**config.mk**
```make
export PLATFORM = sky130hd
export DESIGN_NAME = batcharger_ctrl
export DESIGN_NICKNAME = d
export VERILOG_FILES = /design/src/rtl/batcharger_ctrl.sv
export SDC_FILE = /design/constraint.sdc
export NUM_CORES = 1
export LEC_CHECK = 0
export BUFFER_PORTS_ARGS = -buffer_cell sky130_fd_sc_hd__clkbuf_2
export CAP_MARGIN = 20
export CORE_MARGIN = 2
export CORE_UTILIZATION = 35
export CTS_CLUSTER_DIAMETER = 100
export DETAILED_ROUTE_END_ITERATION = 10
export PLACE_DENSITY = 0.59
export SLEW_MARGIN = 5
export SYNTH_ARGS = -nofsm -noshare
export SYNTH_HDL_FRONTEND = slang
export SYNTH_SLANG_ARGS = --single-unit
```
**constraint.sdc**
```tcl
create_clock -name clk -period 7.5 [get_ports clk]
set_input_delay 1.875 -clock clk [delete_from_list [all_inputs] [get_ports clk]]
set_output_delay 1.875 -clock clk [all_outputs]
set_load 0.01 [all_outputs]
```
**src/rtl/batcharger_ctrl.sv**
```systemverilog
// Battery charge controller: trickle / constant-current / constant-voltage
// sequencing with temperature and timeout protection. All outputs are
// registered from the next-state decode so they change only on clk.
`timescale 1ns/1ps
module batcharger_ctrl #(
  parameter logic [7:0]  VTC        = 8'd150,
  parameter logic [7:0]  VCV        = 8'd200,
  parameter logic [7:0]  VRCH       = 8'd190,
  parameter logic [7:0]  ITERM      = 8'd10,
  parameter logic [7:0]  TEMP_MAX   = 8'd100,
  parameter logic [7:0]  TEMP_HYST  = 8'd8,
  parameter logic [15:0] TC_TIMEOUT = 16'd500,
  parameter logic [15:0] CV_TIMEOUT = 16'd1000
) (
  input  logic       clk,
  input  logic       rstz,
  input  logic       en,
  input  logic [3:0] sel,
  input  logic       adc_valid,
  input  logic [7:0] vbat,
  input  logic [7:0] ibat,
  input  logic [7:0] vtemp,
  output logic       tc,
  output logic       cc,
  output logic       cv,
  output logic [7:0] iref,
  output logic       done,
  output logic       fault,
  output logic [2:0] state
);

  typedef enum logic [2:0] {
    S_IDLE  = 3'd0,
    S_TC    = 3'd1,
    S_CC    = 3'd2,
    S_CV    = 3'd3,
    S_DONE  = 3'd4,
    S_FAULT = 3'd5
  } state_t;

  localparam logic [7:0] TEMP_OK = TEMP_MAX - TEMP_HYST;

  state_t      state_q, state_nxt;
  logic [15:0] tc_cnt, tc_cnt_nxt, tc_inc;
  logic [15:0] cv_cnt, cv_cnt_nxt, cv_inc;
  logic [1:0]  term_cnt, term_cnt_nxt;
  logic        tmo_flag, tmo_flag_nxt;
  logic        hot, low_i;
  logic [7:0]  icc, iref_nxt;

  // Saturating increment so the sample counters never wrap.
  function automatic logic [15:0] sat_inc16(input logic [15:0] v);
    return (v == 16'hFFFF) ? v : v + 16'd1;
  endfunction

  assign hot   = (vtemp > TEMP_MAX);
  assign low_i = (ibat < ITERM);
  assign icc   = {sel, 4'b0000};

  // Next-state, counter and sticky-flag logic; en and illegal codes override sampling.
  always_comb begin
    state_nxt    = state_q;
    tc_inc       = sat_inc16(tc_cnt);
    cv_inc       = sat_inc16(cv_cnt);
    tc_cnt_nxt   = tc_cnt;
    cv_cnt_nxt   = cv_cnt;
    term_cnt_nxt = term_cnt;
    tmo_flag_nxt = tmo_flag;
    if (!en || (state_q > S_FAULT)) begin
      state_nxt = S_IDLE;
    end else if (adc_valid) begin
      case (state_q)
        S_IDLE: begin
          if (sel != 4'd0) begin
            if (hot)              state_nxt = S_FAULT;
            else if (vbat < VTC)  state_nxt = S_TC;
            else if (vbat < VCV)  state_nxt = S_CC;
            else                  state_nxt = S_CV;
          end
        end
        S_TC: begin
          tc_cnt_nxt = tc_inc;
          if (hot)                          state_nxt = S_FAULT;
          else if (vbat >= VTC)             state_nxt = S_CC;
          else if (tc_inc >= TC_TIMEOUT) begin
            state_nxt    = S_FAULT;
            tmo_flag_nxt = 1'b1;
          end
        end
        S_CC: begin
          if (hot)               state_nxt = S_FAULT;
          else if (vbat >= VCV)  state_nxt = S_CV;
        end
        S_CV: begin
          cv_cnt_nxt   = cv_inc;
          term_cnt_nxt = low_i ? term_cnt + 2'd1 : 2'd0;
          if (hot)
            state_nxt = S_FAULT;
          else if ((low_i && (term_cnt == 2'd3)) || (cv_inc >= CV_TIMEOUT))
            state_nxt = S_DONE;
        end
        S_DONE: begin
          if (vbat < VRCH) state_nxt = (vbat >= VTC) ? S_CC : S_TC;
        end
        S_FAULT: begin
          if (!tmo_flag && (vtemp <= TEMP_OK)) state_nxt = S_IDLE;
        end
        default: state_nxt = S_IDLE;
      endcase
    end
    if (state_nxt != state_q) begin
      tc_cnt_nxt   = 16'd0;
      cv_cnt_nxt   = 16'd0;
      term_cnt_nxt = 2'd0;
    end
    if (state_nxt == S_IDLE) tmo_flag_nxt = 1'b0;
  end

  // Current reference for the state being entered, using the live sel value.
  always_comb begin
    iref_nxt = 8'd0;
    case (state_nxt)
      S_TC:       iref_nxt = icc >> 3;
      S_CC, S_CV: iref_nxt = icc;
      default:    iref_nxt = 8'd0;
    endcase
  end

  // State, counters and registered outputs.
  always_ff @(posedge clk) begin
    if (!rstz) begin
      state_q  <= S_IDLE;
      tc_cnt   <= 16'd0;
      cv_cnt   <= 16'd0;
      term_cnt <= 2'd0;
      tmo_flag <= 1'b0;
      tc       <= 1'b0;
      cc       <= 1'b0;
      cv       <= 1'b0;
      done     <= 1'b0;
      fault    <= 1'b0;
      iref     <= 8'd0;
    end else begin
      state_q  <= state_nxt;
      tc_cnt   <= tc_cnt_nxt;
      cv_cnt   <= cv_cnt_nxt;
      term_cnt <= term_cnt_nxt;
      tmo_flag <= tmo_flag_nxt;
      tc       <= (state_nxt == S_TC);
      cc       <= (state_nxt == S_CC);
      cv       <= (state_nxt == S_CV);
      done     <= (state_nxt == S_DONE);
      fault    <= (state_nxt == S_FAULT);
      iref     <= iref_nxt;
    end
  end

  assign state = state_q;

endmodule

```
==> impl_metrics.csv, run 1 <==
group,metric,value,unit
power,leakagePower,1.26,nW
setup_path,crit_fanout,25,
logic_synthesis,synth_ff_type,"dfxtp_1",
setup_path,cp_data_required_time,7.68,ns
clocking,htreeDepth,2,
drt,ant_nets,0,
clocking,cts_sinks,50,
global_route,grt_start_max_net_pins,35,
drt,post-route-drc-count,0,
power,power,0.523,mW
die,core,9820,um2
timing,finalSetupTns,0,ns
finish,drive_above_1_share,21.4,%
clocking,cts_resized,0,
die,io_pins,48,
logic_synthesis,netlist_instances,419,
power,power_density,135,nW/um2
global_route,antenna_found_initial,0,
logic_synthesis,async_flop_share,0,%
finish,mostFrequentLayoutCells,"50 x dfxtp_1, 44 x clkbuf_2, 39 x nand2_1",
die,dieWidth,105,um
timing,period_needed,4.46,ns
timing,fmax,0.224,GHz
finish,num-nets-final,477,
global_route,gr-total-overflow,0,
timing,drv_slew,0,
clocking,cts_setup_buffers,0,
logic_synthesis,syn-num-nets,454,
placement,dp_slack,2.65,ns
placement,placedCellCount,568,
clocking,cts_inserted_buffers,5,
finish,n_antenna_cell,0,
worst_hold_path,hold_class,"reg2reg",
global_route,grt_usage,16.2,%
die,rows,36,
logic_synthesis,yosys.area_share.adder,1.06,%
logic_synthesis,netlist_area,3560,um2
global_route,grt_pass1_vias,3070,
drt,vias,3318,
logic_synthesis,synth-compound-area-share,18.6,%
drt,routed_wl,8.58,mm
clocking,cts-root-buf,"clkbuf_8",
timing,setup_ws,3.04,ns
timing,tightest_slew,0.735,ns
logic_synthesis,synth-seq-area-share,28.1,%
timing,grt_setup_unrepaired,"no",
logic_synthesis,synth_warnings,0,
timing,relSlewSlack,49.8,%
logic_synthesis,synth_top_family_by_area,"simple AND/OR/NAND/NOR gates",
clocking,clk_path_buf_depth,2,
logic_synthesis,ys_ff_latch,50,
drt,drtPass1Iterations,5,
drt,post_drt_via_cell_ratio,5.76,
finish,layout_commonest_cell,"dfxtp_1",
logic_synthesis,synth_edf_count,0,
logic_synthesis,synth-simple-area-share,36.8,%
setup_path,start_kind,"primary input",
logic_synthesis,ys_types,70,
placement,numPortBuffers,44,
timing,setup-violations-final,0,
drt,dr.first_iter.drc_count,229,
run_status,status,"completed",
clocking,clk_latency,0.31,ns
flow_run,drv_cap,0,
power,irDropWorstVdd,72.6,uV
drt,wire_per_inst,14.9,um
logic_synthesis,synthMuxAreaShare,1.41,%
die,fp.dieArea,11000,um2
global_route,grt_pass1_wl,14.9,mm
clocking,hold_buffers,0,
setup_path,endpoint_kind,"flop",
finish,area_growth,8.76,%
setup_path,path_class,"in2reg",
clocking,cts_tree,"built",
setup_path,arrival,4.64,ns
clocking,path_clk_slew,0.10,ns
die,fp.dieH,105,um
logic_synthesis,avgSynthCellArea,8.49,um2
finish,stdcell_count,576,
timing,hold_viol,0,
placement,hpwl,6.27,mm
die,initial_utilization,36.2,%
placement,gp_congestion,0.909,
timing,final.period_utilization,59.5,%
logic_synthesis,synth_xor_area_share,7.18,%
timing,final.setup_skew,0.00404,ns
## synthesized netlist by cell type (4+ instances only)
cell type | instances | area, um2
a21oi_1 | 11 | 55.1
nor2_1 | 26 | 97.6
o22ai_1 | 4 | 25.0
and2_1 | 7 | 43.8
o211ai_1 | 7 | 52.6
nor4_2 | 23 | 288
xnor2_1 | 18 | 158
inv_1 | 12 | 45.0
o2111ai_1 | 4 | 35.0
and4_1 | 5 | 43.8
nor4_1 | 7 | 43.8
dfxtp_1 | 50 | 1000
o21ai_1 | 4 | 20.0
nand3_1 | 24 | 120
a31oi_1 | 4 | 25.0
nor4b_1 | 5 | 43.8
buf_6 | 7 | 78.8
nor3_1 | 19 | 95.1
xor2_1 | 8 | 70.1
buf_2 | 7 | 35.0
and3_1 | 13 | 81.3
mux2i_1 | 5 | 50.1
clkbuf_1 | 10 | 37.5
o21ai_0 | 15 | 75.1
buf_4 | 4 | 30.0
nand2_1 | 39 | 146
nand4_1 | 13 | 81.3
a211oi_1 | 5 | 37.5
## metal layers
layer  track usage (%)  share of wire [%]  vias to the layer above
met1              21.8                 46                     1582
li1                  -                  -                     1633
met4              3.71               0.55                        0
met5                 0                  0                        -
met3              2.74                5.7                        4
met2              26.9                 47                       99
## kinds of logic after synthesis
group           after synthesis
mux                           5
other cells                   1
fa+ha+maj                     3
compound gates               88
flops                        50
simple gates                202
buf+inv                      43
xor+xnor                     27
## power breakdown
part / internal [mW] / switching, mW / total [mW]
clock: 0.0762 / 0.0979 / 0.174
combinational: 0.0234 / 0.0532 / 0.0766
sequential: 0.268 / 0.00387 / 0.272
total: 0.368 / 0.155 / 0.523
## layout make-up
cell class                      count  area, um2
Clock buffer                        6       82.6
Timing Repair Buffer               47        243
Sequential cell                    50       1000
Fill cell                        1043       5950
Multi-Input combinational cell    326       2310
Tap cell                          133        166
Clock inverter                      2       16.3
Inverter                           12       45.0
## worst paths after layout
| check | cells past startpoint | end | slack, ns | from |
|---|---|---|---|---|
| worst min-delay path | 2 | tmo_flag | 0.56 | tmo_flag |
| worst max-delay path | 10 | cv_cnt[11] | 3.04 | vtemp[4] |
| worst min register to register | 2 | tmo_flag | 0.56 | tmo_flag |
| worst max register to register | 10 | cv_cnt[11] | 4.15 | cv_cnt[0] |
## state kept, by name (all words and copies together), names as in the netlist, 2 cells and up
register	count
tc_cnt	16
cv_cnt	16
iref	7
state	3
term_cnt	2
## worst max-delay path, cell delays in order
cell      delay, ns
clkbuf_2       0.09
or3_1          0.43
o21ai_1        0.38
a311oi_1       0.16
a211oi_1       0.41
xnor2_1        0.16
o21ai_1        0.14
nand2_1        0.43
buf_4          0.46
nor4b_1        0.10
## through the flow
stage          area (um2)  hold WS [ns]  utilization (%)
6_report             3870         0.564             39.4
5_1_grt              3870         0.582             39.4
4_1_cts              3870         0.564             39.4
3_5_place_dp         3770         0.550             38.4
3_3_place_gp         3770         0.533             38.4
2_1_floorplan        3560         0.514                -
Note: power is estimated with default switching activity, not from simulation.
==> run 2, diff against run 1 <==
- clock period: 7.5 -> 4.2 ns (I/O delays scaled with it)
==> run 2 against run 1 <==
  * First-iteration DRC count fell by 8.7%
  * Critical path type is now reg2reg
  * Final cell count rose by 0.35%
  * Core utilization rose by 0.38 points
  * Clock skew rose by 0.0065 ns
  * Count of clock-buffer cells in the layout fell by 1
  * Setup slack got worse by 2.3 ns
==> impl_metrics.csv, run 2 (synthesized netlist as in run 1, its figures left out) <==
group,metric,value,unit
power,leakagePower,1.28,nW
worst_hold_path,whs_endpoint,"term_cnt[1]",
setup_path,r2r_end,"cv_cnt[14]",
clocking,cts_inserted_buffers,5,
setup_path,path_class,"reg2reg",
die,rows,36,
placement,hpwl,6.17,mm
die,fp.dieH,105,um
die,dieWidth,105,um
finish,n_antenna_cell,0,
timing,hold_viol,0,
global_route,grtUsageMet3,2.87,%
setup_path,reg2reg_slack,0.77,ns
worst_hold_path,hp-start,"term_cnt[1]",
setup_path,worstRegToRegCells,10,
power,irDropWorstVdd,191,uV
drt,post_drt_via_cell_ratio,5.69,
die,core,9820,um2
global_route,grt_pass1_vias,3030,
clocking,cts_setup_buffers,0,
clocking,cts-root-buf,"clkbuf_8",
timing,fmax,0.292,GHz
flow_run,drv_cap,0,
setup_path,r2r_start,"cv_cnt[0]",
drt,dr.first_iter.drc_count,209,
finish,area_growth,9.81,%
timing,drv_slew,0,
clocking,hold_buffers,0,
clocking,htreeDepth,2,
drt,ant_nets,0,
setup_path,endpoint_kind,"flop",
clocking,cts_resized,0,
clocking,path_clk_slew,0.10,ns
power,power_density,247,nW/um2
power,internal_power,0.701,mW
global_route,busiest_layer,"met2",
setup_path,cp_data_required_time,4.40,ns
timing,grt_setup_unrepaired,"no",
timing,whs,0.569,ns
clocking,cts_sinks,50,
placement,numPortBuffers,44,
timing,final.period_utilization,81.6,%
timing,final.setup_skew,0.0106,ns
clocking,cts_tree,"built",
setup_path,arrival,3.62,ns
die,initial_utilization,36.2,%
clocking,clk_path_buf_depth,2,
power,p_sw,0.263,mW
finish,utilization,39.8,%
worst_hold_path,hold_class,"reg2reg",
power,p_comb_share,14.8,%
placement,dpl_cell_area,3800,um2
timing,finalSetupTns,0,ns
finish,drive_above_1_share,21.8,%
power,power_frac_clock,34.9,%
global_route,grt_use_met1,21.5,%
drt,routed_wl,8.35,mm
finish,num-nets-final,479,
finish,fin_area,3910,um2
drt,vias,3286,
power,sequentialPowerShare,50.4,%
placement,gp_congestion,0.879,
drt,post-route-drc-count,0,
run_status,status,"completed",
timing,period_needed,3.43,ns
timing,setup-violations-final,0,
die,io_pins,48,
drt,drtPass1Iterations,5,
global_route,antenna_found_initial,0,
die,fp.dieArea,11000,um2
power,swShare,27.3,%
global_route,grt_start_max_net_pins,35,
global_route,use_met2,25.0,%
global_route,grt_usage,15.6,%
global_route,gr-total-overflow,0,
drt,wire_per_inst,14.4,um
setup_path,crit_fanout,19,
global_route,grt_pass1_wl,14.4,mm
finish,reg_top3,"cv_cnt (16), tc_cnt (16), iref (7)",
clocking,clk_latency,0.31,ns
setup_path,start_kind,"flop",
timing,relSlewSlack,49.3,%
worst_hold_path,min_path_cells,2,
finish,mostFrequentLayoutCells,"50 x dfxtp_1, 44 x clkbuf_2, 39 x nand2_1",
setup_path,worstSetupStartpoint,"cv_cnt[0]",
finish,layout_commonest_cell,"dfxtp_1",
timing,tightest_slew,0.741,ns
## run 2: cell count changes in the layout (fill, tap and decap cells not counted)
| cell | change |
|---|---|
| inv_6 | -1 |
| buf_4 | +1 |
| bufinv_16 | +1 |
| buf_12 | +1 |
| clkbuf_8 | -1 |
| clkinv_2 | +2 |
| clkinvlp_4 | -1 |
## run 2: worst max-delay path: stages (launching register included)
cell,delay [ns]
dfxtp_1,0.39
ha_1,0.31
and3_1,0.26
and2_1,0.27
a41o_1,0.20
and4_1,0.20
o2111ai_2,0.23
o31a_4,0.41
xnor2_4,0.62
buf_4,0.33
nor3_1,0.07
## run 2: worst max-delay path by stage
stage,to,slack (ns),cells after the start
2_1_floorplan,tc_cnt[4],1.09,9
3_3_place_gp,cv_cnt[10],0.52,10
3_5_place_dp,iref[2],0.47,9
4_1_cts,cv_cnt[13],0.73,10
5_1_grt,cv_cnt[13],0.45,10
6_report,cv_cnt[14],0.77,10
## run 2: cell type report
cell class	instances	area (um2)
inverter	12	45.0
multi-input combinational	326	2310
timing repair buffer	49	270
sequential	50	1000
clock inverter	3	40.0
tap	133	166
fill	1044	5910
clock buffer	5	68.8
## run 2: stage by stage
stage	std cells	setup WS [ns]	power, mW
finish	578	0.771	0.965
global route	578	0.451	1.02
CTS	578	0.732	0.980
detailed placement	570	0.469	0.639
global placement	570	0.524	0.638
floorplan	419	1.09	0.601
## run 2: per-layer routing
| metal | vias to the layer above | wire [um] |
|---|---|---|
| met5 | - | 0 |
| met4 | 0 | 112 |
| met3 | 12 | 407 |
| met2 | 93 | 3710 |
| met1 | 1540 | 4120 |
| li1 | 1641 | - |
## run 2: power groups by stage
| stage | Combinational, mW | Clock (mW) | Sequential, mW |
|---|---|---|---|
| 6_report | 0.142 | 0.337 | 0.486 |
| 5_1_grt | 0.157 | 0.373 | 0.487 |
| 4_1_cts | 0.143 | 0.351 | 0.486 |
| 3_5_place_dp | 0.143 | 0 | 0.497 |
| 3_3_place_gp | 0.141 | 0 | 0.497 |
| 2_1_floorplan | 0.106 | 0 | 0.495 |
==> run 3, diff against run 2 <==
- ABC_AREA: default -> 1
- clock period: 4.2 -> 3.45 ns (I/O delays scaled with it)
==> run 3 against run 2 <==
  * Register-to-register slack worse by 0.37 ns
  * Wire length up 0.57%
  * Sequential cell count unchanged
  * Clock skew increased by 0.0012 ns
  * Setup slack lost 0.37 ns
  * Largest power group unchanged
  * Highest routed layer unchanged
==> impl_metrics.csv, run 3 <==
group,metric,value,unit
timing,whs,0.589,ns
timing,tightest_slew,0.545,ns
clocking,cts_inserted_buffers,5,
power,power_density,300,nW/um2
timing,drv_slew,0,
die,core,9820,um2
logic_synthesis,syn-num-nets,575,
power,power_frac_clock,35.5,%
logic_synthesis,ys_ff_latch,50,
global_route,grt_usage,15.6,%
logic_synthesis,synth_area_leaders,"dfxtp_1 28%, nand2_1 15%, nor3_2 8.4%",
logic_synthesis,ys_top_cells_by_count,"139 x nand2_1, 54 x inv_1, 53 x nor2_1, 50 x dfxtp_1, 48 x nand3_1",
worst_hold_path,hp-start,"tmo_flag",
finish,reg_top3,"cv_cnt (16), tc_cnt (16), iref (7)",
die,io_pins,48,
power,leakagePower,1.66,nW
power,power,1.22,mW
power,swShare,28.4,%
setup_path,crit_fanout,15,
flow_run,drv_cap,0,
logic_synthesis,async_flop_share,0,%
finish,n_antenna_cell,0,
global_route,grt_start_max_net_pins,18,
finish,drive_above_1_share,21.8,%
finish,area_growth,13.9,%
worst_hold_path,hold_class,"reg2reg",
logic_synthesis,synth-seq-area-share,28.1,%
setup_path,arrival,3.29,ns
die,dieWidth,105,um
logic_synthesis,netlist_area,3560,um2
finish,num-nets-final,621,
power,internal_power,0.871,mW
placement,gp_congestion,0.863,
logic_synthesis,avgSynthCellArea,6.59,um2
clocking,clk_path_buf_depth,2,
timing,final.period_utilization,88.3,%
die,fp.dieH,105,um
finish,stdcell_count,720,
timing,final.setup_skew,0.0118,ns
timing,relSlewSlack,63.4,%
logic_synthesis,synth_warnings,0,
timing,period_needed,3.05,ns
power,sequentialPowerShare,48.6,%
finish,fillCellCount,1081,
logic_synthesis,ys_types,37,
finish,mostFrequentLayoutCells,"139 x nand2_1, 54 x inv_1, 53 x nor2_1",
logic_synthesis,synth_ff_type,"dfxtp_1",
timing,hold_viol,0,
clocking,cts_sinks,50,
die,initial_utilization,36.2,%
placement,numPortBuffers,44,
drt,dr.first_iter.drc_count,165,
global_route,grt_pass1_wl,14.4,mm
power,irDropWorstVdd,191,uV
clocking,cts_setup_buffers,0,
drt,drtPass1Iterations,4,
timing,setup-violations-final,0,
global_route,antenna_found_initial,0,
clocking,path_clk_slew,0.10,ns
setup_path,cp_data_required_time,3.69,ns
clocking,hold_buffers,0,
drt,post-route-drc-count,0,
drt,routed_wl,8.40,mm
setup_path,start_kind,"flop",
logic_synthesis,synth.largest_area_cell,"dfxtp_1",
clocking,htreeDepth,2,
finish,fin_area,4050,um2
clocking,cts_resized,0,
placement,placedCellCount,712,
drt,post_drt_via_cell_ratio,4.86,
drt,vias,3496,
setup_path,r2r_start,"tc_cnt[0]",
timing,fmax,0.328,GHz
clocking,clk_latency,0.31,ns
power,p_sw,0.346,mW
logic_synthesis,synth_edf_count,0,
timing,grt_setup_unrepaired,"no",
logic_synthesis,synth.most_common_cell,"nand2_1",
logic_synthesis,netlist_instances,540,
clocking,cts-root-buf,"clkbuf_8",
power,p_comb_share,15.8,%
setup_path,worstSetupStartpoint,"tc_cnt[0]",
setup_path,path_class,"reg2reg",
drt,wire_per_inst,11.7,um
global_route,grt_pass1_vias,3207,
clocking,cts_tree,"built",
placement,hpwl,6.51,mm
drt,ant_nets,0,
global_route,gr-total-overflow,0,
logic_synthesis,synth_top_area_share,28.1,%
die,fp.dieArea,11000,um2
finish,layout_commonest_cell,"nand2_1",
setup_path,endpoint_kind,"flop",
timing,finalSetupTns,0,ns
die,rows,36,
placement,dpl_cell_area,3940,um2
run_status,status,"completed",
==> run 3: cell count changes in the layout (fill, tap and decap cells not counted), moves of 8 or more <==
cell     before  now
nor2_1       26   53
and3_1       13    0
nor3_2        0   30
nor4_2       23    0
nand4_1      13   23
nand2_2       0    8
nand2_1      39  139
nand3_1      24   48
nor2_2        0   16
xnor2_1      18    2
o21ai_0      15   34
inv_1        12   54
==> run 3: worst paths after layout <==
check	end	slack, ns	cells after the start
setup reg to reg	cv_cnt[10]	0.40	18
setup / recovery	cv_cnt[10]	0.40	18
hold reg to reg	tmo_flag	0.59	4
hold / removal	tmo_flag	0.59	4
==> run 3: cell type report <==
cell class	instances	area (um2)	area share [%]
flip-flops and latches	50	1000	24.7
repair buffers	53	338	8.34
well taps	133	166	4.11
clock inverters	3	45.0	1.11
inverters	61	229	5.65
clock buffers	5	68.8	1.70
multi-input cells	415	2200	54.4
==> run 3: metrics by stage <==
stage	util (%)	worst slack, ns
floorplan	-	0.880
global placement	40.1	0.434
detailed placement	40.1	0.384
CTS	41.3	0.365
global route	41.3	0.0654
finish	41.3	0.405
==> run 3: power groups by stage <==
stage	logic (mW)	clock network, mW	registers (mW)
detailed placement	0.194	0	0.605
CTS	0.194	0.447	0.592
finish	0.192	0.432	0.591
global route	0.214	0.468	0.593
floorplan	0.136	0	0.605
global placement	0.191	0	0.605
==> run 3: cell families after synthesis <==
group                      after synthesis  share of synthesized area [%]
other                                    1                          0.105
AOI/OAI and AO/OA                       54                           8.30
xor gates and xnor gates                 8                           1.97
buffers and inverters                   75                           9.88
DFF                                     50                           28.1
muxes                                    3                          0.844
adders and majority gates                3                           1.06
and+or+nand+nor                        346                           49.7
==> run 3: per-layer routing <==
metal | vias to the layer above | part of all wire, % | track usage (%)
met5 | - | 0 | 0
met4 | 0 | 0.88 | 3.52
met3 | 9 | 4.5 | 3.24
met2 | 76 | 46 | 26.3
met1 | 1542 | 49 | 20.6
li1 | 1869 | - | -
==> run 3: critical path, stage by stage (launching register included) <==
cell,delay (ns)
dfxtp_1,0.47
ha_1,0.31
inv_1,0.06
nor2_1,0.20
nand2_1,0.13
nor2_2,0.26
a21oi_1,0.10
nor2_2,0.13
nand2_2,0.08
nand4_1,0.09
nand2_1,0.06
nand2_1,0.05
nand2_1,0.05
nand2_2,0.09
nand2_4,0.08
nand2_4,0.08
nand4_4,0.27
buf_12,0.28
nor3_1,0.17
